File: config.mk
export PLATFORM = sky130hd
export DESIGN_NAME = pipeline_hazard_ctrl
export DESIGN_NICKNAME = d
export VERILOG_FILES = /design/src/rtl/pipeline_ctrl_pkg.sv /design/src/rtl/pipeline_hazard_ctrl_mul_stall_timer.sv /design/src/rtl/pipeline_hazard_ctrl.sv
export SDC_FILE = /design/constraint.sdc
export NUM_CORES = 1
export LEC_CHECK = 0
export BUFFER_PORTS_ARGS = -buffer_cell sky130_fd_sc_hd__buf_2
export CAP_MARGIN = 10
export CORE_AREA = 2 2 39 41
export CTS_CLUSTER_DIAMETER = 150
export DETAILED_ROUTE_END_ITERATION = 10
export DIE_AREA = 0 0 41 43
export PLACE_DENSITY = 0.67
export REMOVE_ABC_BUFFERS = 1
export SYNTH_ARGS = -nofsm -noshare
export SYNTH_HDL_FRONTEND = slang
export SYNTH_SLANG_ARGS = --single-unit
File: constraint.sdc
create_clock -name clk -period 2.6 [get_ports clk]
set_clock_uncertainty 0.05 [all_clocks]
set_input_delay 0.52 -clock clk [delete_from_list [all_inputs] [get_ports clk]]
set_output_delay 0.52 -clock clk [all_outputs]
set_load 0.01 [all_outputs]
File: src/rtl/pipeline_ctrl_pkg.sv
// ---------------------------------------------------------------------------
// pipeline_ctrl_pkg
// Shared types and constants for the pipeline hazard controller:
//   - mul_state_e   : multiplier stall FSM encoding (IDLE=0, MUL_WAIT=1)
//   - REG_AW_DEFAULT: default register-address width
//   - CNT_W         : width of the multiplier stall down-counter
//   - hazard_ctrl_t : bundle of all pipeline-register control outputs
//   - CTRL_*        : the control bundles for each hazard case, including
//                     the all-zero bundle used while reset is asserted
// ---------------------------------------------------------------------------
package pipeline_ctrl_pkg;

  typedef enum logic {
    IDLE     = 1'b0,
    MUL_WAIT = 1'b1
  } mul_state_e;

  localparam int REG_AW_DEFAULT = 5;
  localparam int CNT_W          = 4;

  typedef struct packed {
    logic pc_en;
    logic if_id_en;
    logic if_id_flush;
    logic id_ex_en;
    logic id_ex_flush;
    logic ex_mem_bubble;
    logic mul_busy;
  } hazard_ctrl_t;

  // Everything off: driven while reset is asserted.
  localparam hazard_ctrl_t CTRL_ZERO = '0;

  // No hazard: every stage advances normally.
  localparam hazard_ctrl_t CTRL_RUN = '{
    pc_en: 1'b1, if_id_en: 1'b1, if_id_flush: 1'b0, id_ex_en: 1'b1,
    id_ex_flush: 1'b0, ex_mem_bubble: 1'b0, mul_busy: 1'b0
  };

  // Taken branch: fetch the target, squash IF/ID and ID/EX (a flushed
  // register must still be enabled to load the NOP / zero control), and
  // drop the instruction leaving EX.
  localparam hazard_ctrl_t CTRL_FLUSH = '{
    pc_en: 1'b1, if_id_en: 1'b1, if_id_flush: 1'b1, id_ex_en: 1'b1,
    id_ex_flush: 1'b1, ex_mem_bubble: 1'b1, mul_busy: 1'b0
  };

  // Multiplier still computing: freeze front end and ID/EX, feed a bubble
  // into MEM so the unfinished MUL is not committed twice.
  localparam hazard_ctrl_t CTRL_MUL_STALL = '{
    pc_en: 1'b0, if_id_en: 1'b0, if_id_flush: 1'b0, id_ex_en: 1'b0,
    id_ex_flush: 1'b0, ex_mem_bubble: 1'b1, mul_busy: 1'b1
  };

  // Load-use: hold PC and IF/ID for one cycle, inject a bubble into EX.
  localparam hazard_ctrl_t CTRL_LOAD_USE = '{
    pc_en: 1'b0, if_id_en: 1'b0, if_id_flush: 1'b0, id_ex_en: 1'b1,
    id_ex_flush: 1'b1, ex_mem_bubble: 1'b0, mul_busy: 1'b0
  };

endpackage

File: src/rtl/pipeline_hazard_ctrl_mul_stall_timer.sv
// ---------------------------------------------------------------------------
// mul_stall_timer
// Tracks a multi-cycle MUL occupying EX and asserts a stall for exactly
// MUL_LAT-1 cycles per MUL. A taken branch (abort) cancels the sequence.
//
// Ports
//   clk        in   rising-edge clock
//   arst       in   asynchronous reset, active-high
//   ex_is_mul  in   instruction in EX is a MUL
//   abort      in   taken branch in MEM; kills the MUL in EX
//   mul_stall  out  pipeline must hold this cycle for the MUL
//   mul_busy   out  MUL stall actually taking effect (not overridden by abort)
// Parameters
//   MUL_LAT    EX cycles of a MUL, 1..16 (1 = single-cycle, never stalls)
// ---------------------------------------------------------------------------
module mul_stall_timer
  import pipeline_ctrl_pkg::*;
#(
  parameter int MUL_LAT = 2
) (
  input  logic clk,
  input  logic arst,
  input  logic ex_is_mul,
  input  logic abort,
  output logic mul_stall,
  output logic mul_busy
);

  localparam bit              MULTI    = (MUL_LAT > 1);
  // The entry cycle is itself a stall cycle, so the counter covers the
  // remaining MUL_LAT-2 stalls and reaches zero on the release cycle.
  localparam logic [CNT_W-1:0] CNT_LOAD = CNT_W'(MULTI ? MUL_LAT - 2 : 0);

  mul_state_e       state_q;
  logic [CNT_W-1:0] cnt_q;

  // NOTE: sequential state is only ever written with non-blocking
  // assignments so every register samples pre-edge values.
  always_ff @(posedge clk or posedge arst) begin
    if (arst) begin
      state_q <= IDLE;
      cnt_q   <= '0;
    end else if (abort) begin
      state_q <= IDLE;
      cnt_q   <= '0;
    end else begin
      case (state_q)
        IDLE: begin
          if (ex_is_mul && MULTI) begin
            state_q <= MUL_WAIT;
            cnt_q   <= CNT_LOAD;
          end
        end
        MUL_WAIT: begin
          if (cnt_q != '0) begin
            cnt_q <= cnt_q - 1'b1;
          end else begin
            // Release cycle: the MUL leaves EX at this edge.
            state_q <= IDLE;
          end
        end
        default: begin
          state_q <= IDLE;
          cnt_q   <= '0;
        end
      endcase
    end
  end

  // In IDLE a MUL arriving in EX stalls immediately (same cycle); in
  // MUL_WAIT the stall lasts until the counter has drained.
  assign mul_stall = ((state_q == IDLE) && ex_is_mul && MULTI) ||
                     ((state_q == MUL_WAIT) && (cnt_q != '0));

  assign mul_busy  = mul_stall && !abort;

endmodule

File: src/rtl/pipeline_hazard_ctrl.sv
// ---------------------------------------------------------------------------
// pipeline_hazard_ctrl
// Hazard / stall / flush controller for the 5-stage pipeline with a
// multi-cycle multiplier. Sits beside ID and drives the enables and
// bubble/flush controls of PC, IF/ID, ID/EX and EX/MEM.
//
// Priority (exactly one case applies per cycle):
//   1. taken branch in MEM  -> flush IF/ID, ID/EX, bubble EX/MEM, abort MUL
//   2. MUL stall            -> freeze PC, IF/ID, ID/EX, bubble EX/MEM
//   3. load-use hazard      -> freeze PC, IF/ID, bubble ID/EX
//   4. none                 -> all stages advance
// All outputs are combinational and forced to 0 while arst is high.
//
// Ports
//   clk, arst                 clock, asynchronous active-high reset
//   id_rs1, id_rs2            source registers of the instruction in ID
//   id_use_rs1, id_use_rs2    instruction in ID actually reads rs1 / rs2
//   ex_memread, ex_rd         instruction in EX is a load / its destination
//   ex_is_mul                 instruction in EX is a MUL
//   mem_br_taken              branch in MEM resolved taken
//   pc_en, if_id_en, if_id_flush, id_ex_en, id_ex_flush, ex_mem_bubble,
//   mul_busy                  pipeline control outputs
//   stall_cnt, flush_cnt      performance counters (optional, see below)
//
// Configuration
//   HAZARD_PERF_CNT_EN : when defined, adds 32-bit stall_cnt (cycles with
//   pc_en low) and flush_cnt (taken-branch cycles) outputs.
// ---------------------------------------------------------------------------
module pipeline_hazard_ctrl
  import pipeline_ctrl_pkg::*;
#(
  parameter int MUL_LAT = 2,
  parameter int REG_AW  = REG_AW_DEFAULT
) (
  input  logic              clk,
  input  logic              arst,
  input  logic [REG_AW-1:0] id_rs1,
  input  logic [REG_AW-1:0] id_rs2,
  input  logic              id_use_rs1,
  input  logic              id_use_rs2,
  input  logic              ex_memread,
  input  logic [REG_AW-1:0] ex_rd,
  input  logic              ex_is_mul,
  input  logic              mem_br_taken,
  output logic              pc_en,
  output logic              if_id_en,
  output logic              if_id_flush,
  output logic              id_ex_en,
  output logic              id_ex_flush,
  output logic              ex_mem_bubble,
  output logic              mul_busy
`ifdef HAZARD_PERF_CNT_EN
  ,
  output logic [31:0]       stall_cnt,
  output logic [31:0]       flush_cnt
`endif
);

  logic         mul_stall;
  logic         mul_busy_raw;
  logic         lu_hit;
  hazard_ctrl_t ctrl;

  mul_stall_timer #(
    .MUL_LAT (MUL_LAT)
  ) u_mul_timer (
    .clk       (clk),
    .arst      (arst),
    .ex_is_mul (ex_is_mul),
    .abort     (mem_br_taken),
    .mul_stall (mul_stall),
    .mul_busy  (mul_busy_raw)
  );

  // x0 is hard-wired zero, so a load targeting it never creates a hazard.
  assign lu_hit = ex_memread && (ex_rd != '0) &&
                  ((id_use_rs1 && (id_rs1 == ex_rd)) ||
                   (id_use_rs2 && (id_rs2 == ex_rd)));

  // NOTE: ctrl gets a full default before any branch, so no path leaves
  // it unassigned and no latch is inferred.
  always_comb begin
    ctrl = CTRL_RUN;
    if (arst) begin
      ctrl = CTRL_ZERO;
    end else if (mem_br_taken) begin
      ctrl = CTRL_FLUSH;
    end else if (mul_stall) begin
      // A load-use hazard behind the MUL is simply held in ID; it is seen
      // again once the stall releases.
      ctrl          = CTRL_MUL_STALL;
      ctrl.mul_busy = mul_busy_raw;
    end else if (lu_hit) begin
      ctrl = CTRL_LOAD_USE;
    end
  end

  assign pc_en         = ctrl.pc_en;
  assign if_id_en      = ctrl.if_id_en;
  assign if_id_flush   = ctrl.if_id_flush;
  assign id_ex_en      = ctrl.id_ex_en;
  assign id_ex_flush   = ctrl.id_ex_flush;
  assign ex_mem_bubble = ctrl.ex_mem_bubble;
  assign mul_busy      = ctrl.mul_busy;

`ifdef HAZARD_PERF_CNT_EN
  logic [31:0] stall_cnt_q, stall_cnt_d;
  logic [31:0] flush_cnt_q, flush_cnt_d;

  // Counters wrap naturally at 2^32.
  always_comb begin
    stall_cnt_d = stall_cnt_q;
    flush_cnt_d = flush_cnt_q;
    if (!ctrl.pc_en) stall_cnt_d = stall_cnt_q + 32'd1;
    if (mem_br_taken) flush_cnt_d = flush_cnt_q + 32'd1;
  end

  // NOTE: only these counters carry reset; they are plain registers, not
  // a memory, so clearing them on arst costs nothing.
  always_ff @(posedge clk or posedge arst) begin
    if (arst) begin
      stall_cnt_q <= '0;
      flush_cnt_q <= '0;
    end else begin
      stall_cnt_q <= stall_cnt_d;
      flush_cnt_q <= flush_cnt_d;
    end
  end

  assign stall_cnt = stall_cnt_q;
  assign flush_cnt = flush_cnt_q;
`endif

endmodule

==> results.cfg <==
[routing]
wl_per_cell_um = 9.31
routed_wl_um = 922
detail_route.vias_per_cell = 4.61
first_iter_violations = 1
remaining_drcs = 0
vias = 456
pre_repair_dr_iteration_count = 2
post_route_ant_nets = 0

[yosys]
postSynthCellCount = 52
post_synth_num_cell_types = 24
post_synth_top_area_share_pct = 27.0
synthFlopType = dfrtp_1
netlist_top_cells_area = dfrtp_1 (27%), xor2_1 (15%), xnor2_1 (5.7%)
yosys.area.top_type = dfrtp_1
total_number_of_yosys_warnings = 0
synth_seq_cells = 5
post_synth.cell_area_avg_um2 = 8.90
netlist_area_um2 = 463
synth_seq_area_share_pct = 27.0
yosys.cell_count.top_type = xor2_1
ys_async_sr_fraction_pct = 100
synth.top_cells.by_count = xor2_1 (8), dfrtp_1 (5), inv_1 (5), nand2_1 (5), nor2_1 (4)
synth_enable_flop_cells = 0

[clocking]
ctsResizeCount = 0
cts_htree_levels = 1
cts_made_buffers = 3
postCtsSetupRepairBufs = 0
clock-sinks = 5
clk_pin_slew_worst_paths_ns = 0.04
tritoncts_clock_tree = built
ctsLongestPathBuffers = 2
cts-root-buf = clkbuf_4
cts.hold.buffers_added = 0
worstSkewPairLatency_ns = 0.23

[timing]
finalCritPeriodShare_pct = 86.9
timing.max_slew.rel_slack_pct = 76.9
achievable-frequency_mhz = 442
worst_slew_pin_slew_ns = 0.345
rsz0062_at_grt = no
number_of_max_slew_violations_in_the_final_report = 0
fin_tns_setup_ns = 0
hold_viol_final = 0
setup_violations = 0
period_minus_slack_ns = 2.26

[global_routing]
met3_usage_pct = 3.14
largest_net_degree_at_the_start_of_global_routing = 7
antenna_found_initial = 0
grt_most_used_layer = met2
grt_pass1_vias = 400
global_route.usage.total_pct = 12.3
global_routing_met2_resource_utilization_pct = 19.7
grtUsageMet1_pct = 13.2
grt_pass1_wl_mm = 1.45
globalRoute.totalOverflow = 0

[setup_path]
critical_path.max_fanout = 3
reg_to_reg_startpoint = u_mul_timer.cnt_q[0]$_DFFE_PP0P_
rrSetupSlack_ns = 1.06
timing.critical_path.from_type = primary input
worst_setup_path_end_kind = output pin
reg2reg_to = u_mul_timer.cnt_q[3]$_DFFE_PP0P_
path_class = primary input to output pin
rr_worst_depth = 6
critPathArrivalTime_ns = 1.69
worst-endpoint-required_ns = 2.03

[layout]
multi_input_comb_area_um2 = 312
design.final.nets = 108
fillers = 137
finish.utilization_pct = 46.4
area_growth_syn_to_layout_pct = 38.6
postLayoutCellArea_um2 = 642
regArea_um2 = 125
drive_above_1_share_pct = 43.4
n_antenna_cell = 0

[floorplan]
floorplan.core_area_mm2 = 0.00138
die_w_um = 41
initial_util_pct = 33.5
num_rows = 14
die_area_mm2 = 0.00176
ios = 29
die_h_um = 43

[pwr]
netSwitchingPower_w = 0.0000819
internal_power_w = 0.000188
seq_power_share_pct = 33.6
leakagePower_nw = 0.328
power_density_mw_per_mm2 = 420
clock_power_share_pct = 31.5
share_comb_of_total_power_pct = 34.9
finalPower_w = 0.000270
power.share.switching_pct = 30.3
worst_ir_drop_vdd_uv = 141

[place]
port-buffer-count = 28
hpwlAfterDp_um = 835
detailed_place.area_um2 = 616
routabilityCongestion = 0.672

[min_path]
type_of_the_most_critical_hold_path = primary input to asynchronous set/reset pin

[outcome]
run_status = completed

[flow_run]
max_cap_viol = 0
==> power groups by stage <==
| stage | Sequential (W) | Combinational (W) | Clock [W] |
|---|---|---|---|
| 3_3_place_gp | 0.0000917 | 0.0000936 | 0 |
| 6_report | 0.0000907 | 0.0000942 | 0.0000849 |
| 2_1_floorplan | 0.0000905 | 0.0000579 | 0 |
| 5_1_grt | 0.0000921 | 0.000105 | 0.0000953 |
| 4_1_cts | 0.0000908 | 0.0000959 | 0.0000887 |
| 3_5_place_dp | 0.0000918 | 0.0000955 | 0 |
==> flip-flops by register name (all words and copies together), names as in the netlist <==
signal	count
u_mul_timer.cnt_q	4
u_mul_timer.state_q	1
==> metal layers <==
metal	vias up	wire, µm
li1	241	-
met1	196	368
met2	19	491
met3	0	62
met4	0	0
met5	-	0
==> cell type report <==
type,count,share of cell area [%]
well taps,16,3.12
inverters,5,2.92
multi-input cells,41,48.5
clock buffers,4,4.09
repair buffers,28,21.8
flip-flops and latches,5,19.5
==> cells by family (layout without fill, tap and decap cells) <==
kind of cell / Yosys count / in the layout / share of synthesized area (%)
adders and majority gates: 2 / 2 / 5.40
buffers and inverters: 6 / 37 / 5.68
and+or+nand+nor: 18 / 18 / 24.3
AOI/OAI and AO/OA: 10 / 10 / 16.8
DFF: 5 / 5 / 27.0
xor gates and xnor gates: 11 / 11 / 20.8
==> critical path: stages <==
cell	delay (ns)
buf_2	0.12
xor2_1	0.15
nor4_1	0.31
a32oi_1	0.14
o41ai_2	0.27
buf_2	0.17
==> how the worst max path moves through the flow <==
stage	slack, ns	cells past startpoint	to	start
global placement	0.33	6	id_ex_flush	ex_rd[3]
finish	0.34	6	id_ex_flush	ex_rd[3]
floorplan	0.57	3	if_id_en	ex_rd[1]
detailed placement	0.31	6	id_ex_flush	ex_rd[3]
CTS	0.31	6	id_ex_flush	ex_rd[3]
global route	0.23	6	id_ex_flush	ex_rd[2]
==> through the flow <==
| step | cells | hold slack, ns | setup slack (ns) |
|---|---|---|---|
| floorplan | 51 | 0.257 | 0.567 |
| global placement | 95 | 0.424 | 0.330 |
| detailed placement | 95 | 0.425 | 0.314 |
| CTS | 99 | 0.173 | 0.314 |
| global route | 99 | 0.191 | 0.227 |
| finish | 99 | 0.174 | 0.340 |
==> layout by cell type (no fill, tap or decap) <==
| cell | Yosys | layout |
|---|---|---|
| a21oi_1 | 1 | 1 |
| a32oi_1 | 1 | 1 |
| and2_0 | 1 | 1 |
| and4bb_2 | 1 | 1 |
| buf_2 | 0 | 28 |
| clkbuf_1 | 0 | 1 |
| clkbuf_4 | 0 | 3 |
| dfrtp_1 | 5 | 5 |
| ha_1 | 2 | 2 |
| inv_1 | 5 | 5 |
| nand2_1 | 5 | 5 |
| nand2b_1 | 1 | 1 |
| nor2_1 | 4 | 4 |
| nor3_1 | 1 | 1 |
| nor3_4 | 1 | 1 |
| nor4_1 | 2 | 2 |
| nor4_2 | 1 | 1 |
| o21ai_0 | 3 | 3 |
| o21ai_1 | 1 | 1 |
| o21ba_2 | 1 | 1 |
| o2bb2ai_1 | 1 | 1 |
| o31a_1 | 1 | 1 |
| o41ai_2 | 1 | 1 |
| or4_1 | 1 | 1 |
| xnor2_1 | 3 | 3 |
| xor2_1 | 8 | 8 |
Note: power is estimated with default switching activity, not from simulation.
